$ cat src/rtl/seq_divider64_pkg.sv
// Shared definitions for the sequential restoring divider.
//   DIV_DW     default divisor/quotient/remainder width (dividend is 2*DIV_DW)
//   state_e    controller state encoding
//   cnt_width  iteration counter width for a given DW
package seq_divider64_pkg;

    localparam int DIV_DW = 32;

    typedef enum logic [1:0] {
        S_IDLE  = 2'd0,
        S_CHECK = 2'd1,
        S_RUN   = 2'd2,
        S_DONE  = 2'd3
    } state_e;

    function automatic int cnt_width(input int dw);
        return (dw > 1) ? $clog2(dw) : 1;
    endfunction

endpackage

$ cat src/rtl/seq_divider64_if.sv
// Handshake bundle for seq_divider64.
//   master: requester/consumer side (drives operands and out_ready)
//   slave : divider side (drives in_ready, results and flags)
interface seq_divider64_if
    import seq_divider64_pkg::*;
#(
    parameter int DW = DIV_DW
);
    logic              in_valid;
    logic              in_ready;
    logic [2*DW-1:0]   dividend;
    logic [DW-1:0]     divisor;
    logic              out_valid;
    logic              out_ready;
    logic [DW-1:0]     quotient;
    logic [DW-1:0]     remainder;
    logic              div0;
    logic              ovf;

    modport master (
        output in_valid, dividend, divisor, out_ready,
        input  in_ready, out_valid, quotient, remainder, div0, ovf
    );

    modport slave (
        input  in_valid, dividend, divisor, out_ready,
        output in_ready, out_valid, quotient, remainder, div0, ovf
    );
endinterface

$ cat src/rtl/seq_divider64_step.sv
// One restoring-division step (combinational).
//   r_in    partial remainder, always < divisor
//   bit_in  next dividend bit shifted in
//   divisor denominator
//   r_out   updated partial remainder
//   q_bit   quotient bit produced by this step
// The trial subtraction is DW+1 bits wide; its MSB is the borrow. Because
// r_in < divisor, whenever the shifted value overflows DW bits the
// subtraction succeeds, so the restored value always fits in DW bits.
module seq_divider64_step #(
    parameter int DW = 32
) (
    input  logic [DW-1:0] r_in,
    input  logic          bit_in,
    input  logic [DW-1:0] divisor,
    output logic [DW-1:0] r_out,
    output logic          q_bit
);
    logic [DW:0] t;
    logic [DW:0] d;

    always_comb begin
        t     = {r_in, bit_in};
        d     = t - {1'b0, divisor};
        q_bit = ~d[DW];
        r_out = d[DW] ? t[DW-1:0] : d[DW-1:0];
    end
endmodule

$ cat src/rtl/seq_divider64.sv
// Sequential restoring divider: 2*DW-bit dividend / DW-bit divisor, one
// quotient bit per clock, valid/ready handshakes on both sides.
//   clk    system clock, all state on posedge
//   rst_n  asynchronous active-low reset
//   bus    seq_divider64_if slave modport (operands, results, div0/ovf)
//
// state   | meaning
// --------+------------------------------------------------------------
// S_IDLE  | in_ready high, waiting for an operation
// S_CHECK | screen divisor==0 and quotient overflow, or seed iteration
// S_RUN   | DW restoring steps, one quotient bit per cycle
// S_DONE  | out_valid high, results held until out_ready
module seq_divider64
    import seq_divider64_pkg::*;
#(
    parameter int DW = DIV_DW
) (
    input  logic             clk,
    input  logic             rst_n,
    seq_divider64_if.slave   bus
);
    localparam int CW = cnt_width(DW);

    state_e          state_q, state_d;
    logic [DW-1:0]   r_q, r_d;      // partial remainder; dividend high half before RUN
    logic [DW-1:0]   lo_q, lo_d;    // dividend low half, shifted out MSB first
    logic [DW-1:0]   q_q, q_d;
    logic [DW-1:0]   dvs_q, dvs_d;
    logic [CW-1:0]   cnt_q, cnt_d;
    logic            div0_q, div0_d;
    logic            ovf_q, ovf_d;

    logic [DW-1:0]   step_r;
    logic            step_q;

    seq_divider64_step #(.DW(DW)) u_step (
        .r_in    (r_q),
        .bit_in  (lo_q[DW-1]),
        .divisor (dvs_q),
        .r_out   (step_r),
        .q_bit   (step_q)
    );

    always_ff @(posedge clk or negedge rst_n) begin
        if (!rst_n) begin
            state_q <= S_IDLE;
            r_q     <= '0;
            lo_q    <= '0;
            q_q     <= '0;
            dvs_q   <= '0;
            cnt_q   <= '0;
            div0_q  <= 1'b0;
            ovf_q   <= 1'b0;
        end else begin
            state_q <= state_d;
            r_q     <= r_d;
            lo_q    <= lo_d;
            q_q     <= q_d;
            dvs_q   <= dvs_d;
            cnt_q   <= cnt_d;
            div0_q  <= div0_d;
            ovf_q   <= ovf_d;
        end
    end

    always_comb begin
        state_d = state_q;
        r_d     = r_q;
        lo_d    = lo_q;
        q_d     = q_q;
        dvs_d   = dvs_q;
        cnt_d   = cnt_q;
        div0_d  = div0_q;
        ovf_d   = ovf_q;

        unique case (state_q)
            S_IDLE: begin
                if (bus.in_valid) begin
                    r_d     = bus.dividend[2*DW-1:DW];
                    lo_d    = bus.dividend[DW-1:0];
                    dvs_d   = bus.divisor;
                    state_d = S_CHECK;
                end
            end
            S_CHECK: begin
                if (dvs_q == '0) begin
                    div0_d  = 1'b1;
                    q_d     = '1;
                    r_d     = lo_q;
                    state_d = S_DONE;
                end else if (r_q >= dvs_q) begin
                    ovf_d   = 1'b1;
                    q_d     = '1;
                    r_d     = '0;
                    state_d = S_DONE;
                end else begin
                    q_d     = '0;
                    cnt_d   = '0;
                    state_d = S_RUN;
                end
            end
            S_RUN: begin
                r_d   = step_r;
                lo_d  = {lo_q[DW-2:0], 1'b0};
                q_d   = {q_q[DW-2:0], step_q};
                cnt_d = cnt_q + 1'b1;
                if (cnt_q == CW'(DW-1)) begin
                    state_d = S_DONE;
                end
            end
            S_DONE: begin
                if (bus.out_ready) begin
                    div0_d  = 1'b0;
                    ovf_d   = 1'b0;
                    state_d = S_IDLE;
                end
            end
            default: state_d = S_IDLE;
        endcase
    end

    assign bus.in_ready  = (state_q == S_IDLE);
    assign bus.out_valid = (state_q == S_DONE);
    assign bus.quotient  = q_q;
    assign bus.remainder = r_q;
    assign bus.div0      = div0_q;
    assign bus.ovf       = ovf_q;
endmodule

$ cat src/flat_wrapper.sv
// flat-port wrapper written by rule: the top's interface ports become plain ports
module seq_divider64_flat import seq_divider64_pkg::*;
#(
    parameter int DW = DIV_DW
)
  (clk, rst_n, bus_in_valid, bus_dividend, bus_divisor, bus_out_ready, bus_in_ready, bus_out_valid, bus_quotient, bus_remainder, bus_div0, bus_ovf);
  seq_divider64_if #(.DW(DW)) bus_i ();
  input  logic clk;
  input  logic rst_n;
  input wire logic [$bits(bus_i.in_valid)-1:0] bus_in_valid;
  input wire logic [$bits(bus_i.dividend)-1:0] bus_dividend;
  input wire logic [$bits(bus_i.divisor)-1:0] bus_divisor;
  input wire logic [$bits(bus_i.out_ready)-1:0] bus_out_ready;
  output wire logic [$bits(bus_i.in_ready)-1:0] bus_in_ready;
  output wire logic [$bits(bus_i.out_valid)-1:0] bus_out_valid;
  output wire logic [$bits(bus_i.quotient)-1:0] bus_quotient;
  output wire logic [$bits(bus_i.remainder)-1:0] bus_remainder;
  output wire logic [$bits(bus_i.div0)-1:0] bus_div0;
  output wire logic [$bits(bus_i.ovf)-1:0] bus_ovf;
  assign bus_i.in_valid = bus_in_valid;
  assign bus_i.dividend = bus_dividend;
  assign bus_i.divisor = bus_divisor;
  assign bus_i.out_ready = bus_out_ready;
  assign bus_in_ready = bus_i.in_ready;
  assign bus_out_valid = bus_i.out_valid;
  assign bus_quotient = bus_i.quotient;
  assign bus_remainder = bus_i.remainder;
  assign bus_div0 = bus_i.div0;
  assign bus_ovf = bus_i.ovf;
  seq_divider64 #(.DW(DW)) u_core (.clk(clk), .rst_n(rst_n), .bus(bus_i));
endmodule
$ cat config.mk
export PLATFORM = sky130hd
export DESIGN_NAME = seq_divider64_flat
export DESIGN_NICKNAME = d
export VERILOG_FILES = /design/src/rtl/seq_divider64_pkg.sv /design/src/rtl/seq_divider64_if.sv /design/src/rtl/seq_divider64_step.sv /design/src/rtl/seq_divider64.sv /design/src/flat_wrapper.sv
export SDC_FILE = /design/constraint.sdc
export NUM_CORES = 1
export LEC_CHECK = 0
export ABC_AREA = 0
export CORE_UTILIZATION = 26
export DETAILED_ROUTE_END_ITERATION = 10
export GPL_TIMING_DRIVEN = 1
export HOLD_SLACK_MARGIN = 0.12
export PLACE_DENSITY = 0.53
export SYNTH_ARGS = -nofsm -noshare
export SYNTH_HDL_FRONTEND = slang
export SYNTH_SLANG_ARGS = --single-unit
$ cat constraint.sdc
create_clock -name clk -period 4.15 [get_ports clk]
set_clock_uncertainty 0.1 [all_clocks]
set_input_delay 0.83 -clock clk [delete_from_list [all_inputs] [get_ports clk]]
set_output_delay 0.83 -clock clk [all_outputs]
set_load 0.05 [all_outputs]
==> flow_summary.ini, run 1 <==
[logic_synthesis]
synth_mux_area_share_pct = 9.93
ys_types = 66
yosysTopAreaCell = dfrtp_1
synth_edf_count = 0
synth-xor-area-share_pct = 2.91
synth_top_family_by_area = compound AO/OA/AOI/OAI gates
syn_nets = 1222
synthAdderAreaFrac_pct = 9.54
netlist_area_um2 = 9390
yosys_warnings = 0
synth_area_leaders = dfrtp_1 37%, ha_1 9.3%, mux2i_1 6.0%
synthCells = 1051
yosysTopAreaCellShare_pct = 36.5
synth_ff_type = dfrtp_1
syn_area_per_cell_um2 = 8.93
ys_ff_latch = 137
synth_compound_area_share_pct = 22.5
ys_seq_area_share_pct = 36.5
async_reset_ff_share_pct = 100
synthSimpleGateAreaFrac_pct = 12.5

[placement]
hpwl_mm = 23.0
place_area_um2 = 11500
port_buffers = 167
dpl.cell_count = 1630
gp_congestion = 0.896

[grt]
grt_max_degree = 70
grt.overflow.total = 0
grt_pass1_vias = 8351
antenna_found_initial = 3
grt_pass1_wl_mm = 48.6
grt_util_all_layers_pct = 17.4

[floorplanning]
dieArea_um2 = 36900
io_pins = 168
rows = 69
coreArea_um2 = 35600
die_w_um = 192
die_y_um = 192
start_util_pct = 26.4

[clock_network]
cts_made_buffers = 17
cts_setup_buffers = 0
clockBufferDepth = 2
cts_resized = 0
clk_latency_ns = 0.44
clk_pin_slew_worst_paths_ns = 0.07
ctsHoldBuffers = 0
cts_tree = built
h-tree-depth = 4
clkSinkCount = 137
root_buffer = clkbuf_16

[timing]
slew_viol_final = 0
setup_viol = 0
rsz0062_at_grt = false
finalCritPeriodShare_pct = 88.1
whs_ns = 0.304
relSlewSlack_pct = 46.3
fmax_mhz = 274
tightest_slew_ns = 0.805
setup_tns_ns = 0
hold_viol = 0
fin_crit_ns = 3.66

[worst_setup_path]
crit_fanout = 39
reg2reg_slack_ns = 0.49
reg2reg_to = u_core.bus.remainder[18]$_DFFE_PN0P_
crit_type = reg -> reg
reg2reg_depth = 11
reg2reg_from = u_core.bus.remainder[25]$_DFFE_PN0P_
critical_path.startpoint = u_core.bus.remainder[25]$_DFFE_PN0P_
crit_arrival_ns = 3.87
critPathCaptureType = register
cp.required_ns = 4.36
startpoint_type = register

[drt]
totalWireLength_mm = 31.1
wl_per_cell_um = 18.7
drtIter0Drc = 425
drt-pass1-iter-count = 5
route.detailed.drc = 0
ant_nets = 0
via_per_inst = 5.00
via_count = 8310

[finish]
fin_area_um2 = 12100
final_nets = 1359
fin_cells = 1662
layout-drive-gt1-share_pct = 8.25
final_cell_mix = 166 x clkdlybuf4s50_1, 137 x dfrtp_1, 122 x nand2_1
final_common_cell = clkdlybuf4s50_1
syn_to_final_growth_pct = 29.4

[worst_hold_path]
hold_path_class = in -> async

[job]
max_cap_viol_count = 0

[run_status]
status = completed
## cell type report
cell class,instances,area (µm²)
Timing Repair Buffer,181,1820
Antenna cell,1,2.50
Clock inverter,12,174
Multi-Input combinational cell,774,5410
Inverter,77,289
Fill cell,3734,23400
Sequential cell,137,3430
Tap cell,461,577
Clock buffer,19,453
## worst max-delay path by stage
| stage | end | slack [ns] | cells after the start |
|---|---|---|---|
| after floorplan | u_core.bus.remainder[29]$_DFFE_PN0P_ | 0.95 | 11 |
| after global placement | u_core.bus.remainder[4]$_DFFE_PN0P_ | 0.61 | 14 |
| after detailed placement | u_core.bus.remainder[18]$_DFFE_PN0P_ | 0.52 | 11 |
| after CTS | u_core.bus.remainder[18]$_DFFE_PN0P_ | 0.51 | 11 |
| after global routing | u_core.bus.remainder[18]$_DFFE_PN0P_ | 0.22 | 11 |
| final | u_core.bus.remainder[18]$_DFFE_PN0P_ | 0.49 | 11 |
## logic make-up after synthesis
family          Yosys count
compound gates          318
simple gates            267
buf+inv                 140
flops                   137
mux                      89
fa+ha+maj                71
xor+xnor                 29
## Yosys cell counts, types with 11 or more instances
cell type and count:
a21o_1 19, a21oi_1 57, a22o_1 22, clkbuf_1 39, dfrtp_1 137, ha_1 70, inv_1 76, mux2_2 33
mux2i_1 56, nand2_1 122, nand3_1 11, nor2_1 72, nor3_1 12, o211ai_1 57, o21ai_0 93, xnor2_1 14
xor2_1 14
## flip-flops by register name (all words and copies together) (netlist names)
register,cells
u_core.bus.remainder,32
u_core.cnt_q,5
u_core.bus.quotient,32
u_core.bus.ovf,1
u_core.bus.div0,1
u_core.lo_q,32
u_core.state_q,2
u_core.dvs_q,32
## metal layers
| metal | GRT usage, % | vias up | wire length, µm | share of wire [%] |
|---|---|---|---|---|
| met3 | 5.48 | 39 | 2260 | 7.3 |
| met5 | 0 | - | 27 | 0.087 |
| met1 | 21.9 | 3977 | 13800 | 44 |
| met4 | 6.48 | 4 | 784 | 2.5 |
| met2 | 27.7 | 244 | 14200 | 46 |
| li1 | - | 4046 | - | - |
## critical path, cell delays in order (launching register included)
cell and delay, ns:
dfrtp_1 0.47, ha_1 0.35, a21oi_1 0.16, o21ai_0 0.11, a2111oi_0 0.49, o21ai_0 0.30, a211oi_2 0.44, a211o_2 0.49
buf_12 0.26, a211oi_1 0.07, a21oi_1 0.16, o31ai_1 0.08
## through the flow
| step | utilization (%) | setup WS [ns] |
|---|---|---|
| floorplan | - | 0.953 |
| global placement | 32.4 | 0.611 |
| detailed placement | 32.4 | 0.520 |
| CTS | 34.1 | 0.512 |
| global route | 34.1 | 0.219 |
| finish | 34.1 | 0.495 |
Power of run 1 is left out: the tool's default activity adds up to more than one toggle a clock period on the data nets, which glitch-free logic cannot reach.
==> run 2, diff against run 1 <==
--- a/config.mk
+++ b/config.mk
@@ -11,6 +11,7 @@
 export GPL_TIMING_DRIVEN = 1
 export HOLD_SLACK_MARGIN = 0.12
 export PLACE_DENSITY = 0.53
+export SKIP_LAST_GASP = 1
 export SYNTH_ARGS = -nofsm -noshare
 export SYNTH_HDL_FRONTEND = slang
 export SYNTH_SLANG_ARGS = --single-unit
==> results of run 2 <==
The final DEF is identical to that of run 1; final timing and power are the same.
Power of run 2 is left out for the same reason.
==> run 3, diff against run 2 <==
--- a/config.mk
+++ b/config.mk
@@ -10,6 +10,7 @@
 export DETAILED_ROUTE_END_ITERATION = 10
 export GPL_TIMING_DRIVEN = 1
 export HOLD_SLACK_MARGIN = 0.12
+export MAX_ROUTING_LAYER = met4
 export PLACE_DENSITY = 0.53
 export SKIP_LAST_GASP = 1
 export SYNTH_ARGS = -nofsm -noshare
==> flow_summary.ini, run 3 (synthesis gave the netlist of run 1 again) <==
[run_status]
status = completed

[worst_setup_path]
startpoint_type = register
cp.required_ns = 4.38
critical_path.startpoint = u_core.lo_q[31]$_DFFE_PN0P_
crit_arrival_ns = 3.82
reg2reg_to = u_core.bus.remainder[13]$_DFFE_PN0P_
reg2reg_depth = 14
critPathCaptureType = register
reg2reg_from = u_core.lo_q[31]$_DFFE_PN0P_
crit_type = reg -> reg
critPathCapture = u_core.bus.remainder[13]$_DFFE_PN0P_
crit_fanout = 20
reg2reg_slack_ns = 0.55

[clock_network]
clk_latency_ns = 0.44
cts_setup_buffers = 0
ctsHoldBuffers = 0
cts_resized = 0
clk_pin_slew_worst_paths_ns = 0.07
cts_made_buffers = 17
clockBufferDepth = 2
h-tree-depth = 4
root_buffer = clkbuf_16
cts_tree = built
clkSinkCount = 137

[timing]
fmax_mhz = 278
tightest_slew_ns = 0.838
hold_viol = 0
setup_viol = 0
rsz0062_at_grt = false
fin_crit_ns = 3.60
slew_viol_final = 0
relSlewSlack_pct = 44.1
setup_tns_ns = 0
finalCritPeriodShare_pct = 86.6

[grt]
grt_max_degree = 83
grt_pass1_vias = 8441
grt_util_all_layers_pct = 17.9
grt_pass1_wl_mm = 48.7
antenna_found_initial = 2
grt.overflow.total = 0

[drt]
met3_length_mm = 2.16
highest_layer = met4
via_per_inst = 4.94
drtIter0Drc = 453
wl_met2_mm = 14.1
via_count = 8228
route.detailed.drc = 0
wl_per_cell_um = 18.5
drt-pass1-iter-count = 5
ant_nets = 0
wl_met1_mm = 13.9
totalWireLength_mm = 30.8

[job]
max_cap_viol_count = 0

[finish]
layout-drive-gt1-share_pct = 8.48
final_nets = 1361
syn_to_final_growth_pct = 29.3
fin_util_pct = 34.1
final_common_cell = clkdlybuf4s50_1
final_cell_mix = 166 x clkdlybuf4s50_1, 137 x dfrtp_1, 122 x nand2_1

[floorplanning]
rows = 69
die_y_um = 192
io_pins = 168
die_w_um = 192
start_util_pct = 26.4
coreArea_um2 = 35600
dieArea_um2 = 36900

[worst_hold_path]
hold_path_class = in -> async

[placement]
port_buffers = 167
hpwl_mm = 23.2
gp_congestion = 0.892
-- run 3: worst min-delay path by stage --
stage	startpoint	endpoint
detailed placement	u_core.cnt_q[4]$_DFFE_PN0P_	u_core.cnt_q[4]$_DFFE_PN0P_
CTS	rst_n	u_core.bus.quotient[12]$_DFFE_PN0N_
global route	rst_n	u_core.bus.quotient[12]$_DFFE_PN0N_
floorplan	u_core.cnt_q[4]$_DFFE_PN0P_	u_core.cnt_q[4]$_DFFE_PN0P_
global placement	u_core.cnt_q[4]$_DFFE_PN0P_	u_core.cnt_q[4]$_DFFE_PN0P_
finish	rst_n	u_core.bus.quotient[12]$_DFFE_PN0N_
-- run 3: stage by stage --
| step | instance area (µm²) | hold WS, ns | instances | setup slack [ns] |
|---|---|---|---|---|
| finish | 12100 | 0.328 | 1666 | 0.555 |
| global route | 12100 | 0.382 | 1666 | 0.244 |
| CTS | 12100 | 0.366 | 1664 | 0.529 |
| detailed placement | 11500 | 0.385 | 1632 | 0.561 |
| global placement | 11500 | 0.369 | 1632 | 0.607 |
| floorplan | 9390 | 0.356 | 1051 | 0.953 |
-- run 3: worst max-delay path, stage by stage (launching register included) --
cell and delay [ns]:
dfrtp_1 0.39, inv_1 0.08, ha_1 0.16, inv_1 0.05
fa_1 0.42, a211oi_1 0.22, o21ai_1 0.19, o211ai_1 0.28
o211ai_2 0.20, a31oi_4 0.28, xnor2_4 0.30, buf_12 0.27
mux2i_1 0.23, o211ai_1 0.11, a22o_1 0.20
-- run 3: final cells by class --
type,instances,area [µm²]
Antenna cell,2,5.00
Multi-Input combinational cell,774,5410
Sequential cell,137,3430
Inverter,77,289
Clock buffer,18,439
Tap cell,461,577
Clock inverter,14,160
Timing Repair Buffer,183,1830
Fill cell,3699,23400
-- run 3: layer usage --
layer  up-vias  GRT usage, %
met2       204          28.1
met4         0          5.66
met1      3943          22.0
met3        34          5.37
li1       4047             -
met5         -             -
Power of run 3 is left out for the same reason.
